<file path="src/rtl/csel_adder_pipe.sv">
`default_nettype none
// =============================================================================
// Module      : csel_adder_pipe
// Description : Pipelined carry-select adder, one BLOCK-bit slice per stage,
//               with a single global valid/ready advance for the whole pipe.
// Revision    : 1.0 - initial release
// =============================================================================
module csel_adder_pipe #(
    parameter int WIDTH = 16,
    parameter int BLOCK = 4
) (
    input  logic             clk,
    input  logic             rst_n,
    input  logic             in_valid,
    output logic             in_ready,
    input  logic [WIDTH-1:0] a,
    input  logic [WIDTH-1:0] b,
    input  logic             cin,
    output logic             out_valid,
    input  logic             out_ready,
    output logic [WIDTH-1:0] sum,
    output logic             cout
);

    localparam int NBLK = WIDTH / BLOCK;

    // 2:1 select stage: c = s ? b : a
    function automatic logic mux2(input logic a_i, input logic b_i, input logic s_i);
        return s_i ? b_i : a_i;
    endfunction

    logic w_adv;

    for (genvar k = 0; k < NBLK; k++) begin : g_stage
        localparam int RW = WIDTH - k * BLOCK;  // operand bits still to be added
        localparam int LW = k * BLOCK;          // finished lower sum bits

        logic [RW-1:0]         w_a;
        logic [RW-1:0]         w_b;
        logic                  w_c;
        logic                  w_v;
        logic [BLOCK:0]        w_s0;
        logic [BLOCK:0]        w_s1;
        logic [BLOCK:0]        w_sel;
        logic [LW+BLOCK-1:0]   sum_d;
        logic [LW+BLOCK-1:0]   sum_q;
        logic                  cy_q;
        logic                  vld_q;

        if (k == 0) begin : g_head
            assign w_a   = a;
            assign w_b   = b;
            assign w_c   = cin;
            assign w_v   = in_valid;
            assign sum_d = w_sel[BLOCK-1:0];
        end else begin : g_body
            assign w_a   = g_stage[k-1].g_fwd.a_q;
            assign w_b   = g_stage[k-1].g_fwd.b_q;
            assign w_c   = g_stage[k-1].cy_q;
            assign w_v   = g_stage[k-1].vld_q;
            assign sum_d = {w_sel[BLOCK-1:0], g_stage[k-1].sum_q};
        end

        assign w_s0 = {1'b0, w_a[BLOCK-1:0]} + {1'b0, w_b[BLOCK-1:0]};
        assign w_s1 = {1'b0, w_a[BLOCK-1:0]} + {1'b0, w_b[BLOCK-1:0]}
                    + {{BLOCK{1'b0}}, 1'b1};

        for (genvar i = 0; i <= BLOCK; i++) begin : g_sel
            assign w_sel[i] = mux2(w_s0[i], w_s1[i], w_c);
        end

        always_ff @(posedge clk) begin
            if (!rst_n) begin
                vld_q <= 1'b0;
                cy_q  <= 1'b0;
                sum_q <= '0;
            end else if (w_adv) begin
                vld_q <= w_v;
                cy_q  <= w_sel[BLOCK];
                sum_q <= sum_d;
            end
        end

        // Upper operand slices ride along until their own stage consumes them
        if (k < NBLK - 1) begin : g_fwd
            logic [RW-BLOCK-1:0] a_q;
            logic [RW-BLOCK-1:0] b_q;

            always_ff @(posedge clk) begin
                if (!rst_n) begin
                    a_q <= '0;
                    b_q <= '0;
                end else if (w_adv) begin
                    a_q <= w_a[RW-1:BLOCK];
                    b_q <= w_b[RW-1:BLOCK];
                end
            end
        end
    end

    assign out_valid = g_stage[NBLK-1].vld_q;
    assign sum       = g_stage[NBLK-1].sum_q;
    assign cout      = g_stage[NBLK-1].cy_q;

    assign w_adv    = !out_valid || out_ready;
    assign in_ready = w_adv && rst_n;

endmodule
`default_nettype wire

</file>
<file path="config.mk">
export PLATFORM = sky130hd
export DESIGN_NAME = csel_adder_pipe
export DESIGN_NICKNAME = d
export VERILOG_FILES = /design/src/rtl/csel_adder_pipe.sv
export SDC_FILE = /design/constraint.sdc
export NUM_CORES = 1
export LEC_CHECK = 0
export ABC_AREA = 1
export CAP_MARGIN = 20
export CORE_MARGIN = 2
export CORE_UTILIZATION = 40
export DETAILED_ROUTE_END_ITERATION = 12
export GPL_TIMING_DRIVEN = 0
export PLACE_DENSITY = 0.73
export SYNTH_ARGS = -nofsm -noshare
export SYNTH_HDL_FRONTEND = slang
export SYNTH_SLANG_ARGS = --single-unit
</file>
<file path="constraint.sdc">
create_clock -name clk -period 1.6 [get_ports clk]
set_clock_uncertainty 0.05 [all_clocks]
set_input_delay 0.32 -clock clk [delete_from_list [all_inputs] [get_ports clk]]
set_output_delay 0.32 -clock clk [all_outputs]
set_load 0.02 [all_outputs]
</file>
==> summary.txt <==
Place
  • Dpl cells: 763
  • GPL Wtd Cong: 0.802
  • Post-place instance area: 5120 µm²
  • Dpl hpwl: 7560 µm
  • Pre-CTS setup slack: -704 ps
  • IO Port Bufs: 54

Pwr
  • Flop pwr share: 50.7%
  • Gate power share: 16.0%
  • Power Dens Cells: 940 nW/µm²
  • Total power: 5.24 mW
  • Clock group share of total power: 33.3%
  • Pint: 3.86 mW
  • Psw: 1.38 mW
  • Leakage: 2.74 nW
  • Switching Share: 26.3%
  • Max IR drop VDD: 388 µV

Critical path
  • CP Launch Type: flip-flop
  • Slowest-stage cell, CP: fa_2
  • Critical path class: flip-flop to flip-flop
  • Worst reg-to-reg setup slack: -250 ps
  • Data arrival, critical path: 2080 ps
  • Worst Setup End Kind: flip-flop
  • Crit path buf inv count: 1
  • Critical path, cell by cell: ha_4 > fa_2 > ha_4 > nand2_4 > nor2_4 > nand3_2 > nand2_2 > nand3_2 > nand2_1 > inv_1
  • Crit path max fanout: 2
  • Worst path max stage delay: 570 ps
  • Top delay family on crit path: adder cells
  • Worst Path Required: 1830 ps

Yosys
  • Yosys cell types: 22
  • Synth top cells by count: 157 x nor2_1, 96 x dfxtp_1, 80 x o21ai_0
  • Synth area leaders: dfxtp_1 44%, nor2_1 14%, o21ai_0 9.2%, ha_1 5.8%, nand2_1 5.1%
  • Count leader, synth: nor2_1
  • Syn Area/Cell: 7.56 µm²
  • Prevailing post-synth register cell: dfxtp_1
  • Synth async-reset ratio: 0%
  • Flops & latches, synth: 96
  • Syn nets: 634
  • Synthesized area: 4330 µm²
  • Syn Inst Count: 573
  • Number of synthesized flops with an enable pin: 0
  • Sequential area share after synthesis: 44.4%
  • Synth top area share: 44.4%
  • Yosys top cell by area: dfxtp_1
  • Yosys Warn Count: 0

Status
  • Status: finished, violations left
  • Failing checks: setup timing

STA
  • Final worst-path cycle share: 116%
  • Worst-margin pin slew: 430 ps
  • WHS: 364 ps
  • Setup ws final: -253 ps
  • F_max: 0.540 GHz
  • Fin crit period: 1850 ps
  • Fin. Hold Viols: 0
  • Setup violations, final: 10
  • Pins Over Slew Limit: 0
  • Slew HR: 71.3%
  • RSZ-0062 raised after global routing: true
  • Fin Setup TNS: -1740 ps

Floorplanning
  • I/O pin cnt: 56
  • Initial Util: 41.6%
  • Die H: 108 µm
  • Core footprint: 10,400 µm²
  • FP Rows: 37
  • Die Span X: 108 µm
  • Die ar.: 11,700 µm²

Worst hold path
  • Hold WC Path Type: primary input to flip-flop

Clocking
  • Root cell of the clock tree: clkbuf_8
  • CTS Sinks: 96
  • Skew-Pair Late Insertion Delay: 370 ps
  • TritonCTS Buffers: 9
  • # hold bufs at CTS: 0
  • H-tree depth: 3
  • Max Buffers Root-to-Sink: 2
  • Clock transition at the registers of the reported paths: 90 ps
  • CTS tree: built

Cells and area
  • Share of layout cells above drive strength 1: 16.0%
  • Fin cells: 791
  • Nets@finish: 711
  • Post-route cell area: 5570 µm²
  • Inserted Diodes: 0
  • Synth-to-Final Area Change: 28.6%
  • Post-layout util: 53.5%

Route
  • DR WL/cell: 13.3 µm
  • Via/cell ratio: 4.87
  • Drt total wl: 10,600 µm
  • Routed Antenna Nets: 0
  • DR DRC count: 0
  • DRT Pass-1 Iters: 4
  • Initial DRC Count: 205
  • Routed vias: 3,850

Global route
  • Largest net degree at the start of global routing: 16
  • Congestion Overflow GR: 0
  • Vias in the first global route: 3,724
  • Initial antenna violation count: 0
  • First-pass GRT wire length: 16,800 µm
  • Overall routing resource usage: 18.5%

Flow run
  • Total of max-cap violations: 0
==> power by group through the flow <==
stage	Sequential [mW]	Combinational [mW]	Clock, mW
after floorplan	2.72	0.449	0
after global placement	2.70	0.715	0
after detailed placement	2.71	0.742	0
after CTS	2.65	0.791	1.76
after global routing	2.68	0.930	1.86
final	2.65	0.840	1.74
==> tightest hold or removal path, stage by stage <==
cell and delay, ps:
buf_4 150, buf_6 150, o21ai_0 70, a21oi_1 40
==> cell families after synthesis <==
kind of cell | Yosys count | synth area share [%]
fa+ha+maj | 24 | 7.63
simple gates | 251 | 23.3
buf+inv | 72 | 8.90
compound gates | 121 | 14.0
flops | 96 | 44.4
xor+xnor | 9 | 1.82
==> placed cells by master (no fill, tap or decap), types with 11 or more instances in the layout <==
cell type and n:
nor2_1 155, dfxtp_1 89, o21ai_0 74, nand2_1 52, inv_1 36, clkdlybuf4s50_1 29, a21oi_1 27, nand3_1 21
dlygate4sd2_1 21, o21ai_1 15, buf_4 14, buf_6 13, clkbuf_8 11, ha_1 11
==> layout make-up <==
cell class | instances | area (µm²)
Fill cell | 1007 | 4850
Multi-Input combinational cell | 405 | 2250
Sequential cell | 96 | 1930
Timing Repair Buffer | 66 | 606
Buffer | 30 | 231
Tap cell | 136 | 170
Inverter | 42 | 158
Clock buffer | 10 | 138
Clock inverter | 6 | 82.6
==> path summary, 6_finish.rpt <==
check,start,end,cells after the start
max,g_stage[0].g_fwd.a_q[0]$_SDFFE_PN0N_,g_stage[1].cy_q$_SDFFE_PN0N_,10
min,rst_n,g_stage[2].sum_q[7]$_SDFFE_PN0N_,4
max reg2reg,g_stage[0].g_fwd.a_q[0]$_SDFFE_PN0N_,g_stage[1].cy_q$_SDFFE_PN0N_,10
min reg2reg,g_stage[0].sum_q[3]$_SDFFE_PN0N_,g_stage[1].sum_q[3]$_SDFFE_PN0N_,2
==> metal layers <==
| layer | up-vias | track usage [%] | wire [µm] |
|---|---|---|---|
| li1 | 1996 | - | - |
| met1 | 1745 | 21.4 | 4590 |
| met2 | 95 | 32.1 | 5210 |
| met3 | 14 | 5.00 | 570 |
| met4 | 0 | 8.15 | 181 |
| met5 | - | 0 | 0 |
==> what timing repair did <==
action	CTS	global route
setup endpoints to repair	35	15
pin swaps	18	14
buffers inserted	6	7
resized for setup	62	18
==> sequential cells by signal (all words and copies together), names as in the netlist <==
| name | cells |
|---|---|
| g_stage.g_fwd.b_q | 24 |
| out_valid | 1 |
| g_stage.sum_q | 24 |
| sum | 16 |
| g_stage.cy_q | 3 |
| g_stage.vld_q | 3 |
| cout | 1 |
| g_stage.g_fwd.a_q | 24 |
No activity file was read; power rests on OpenSTA's default activity.
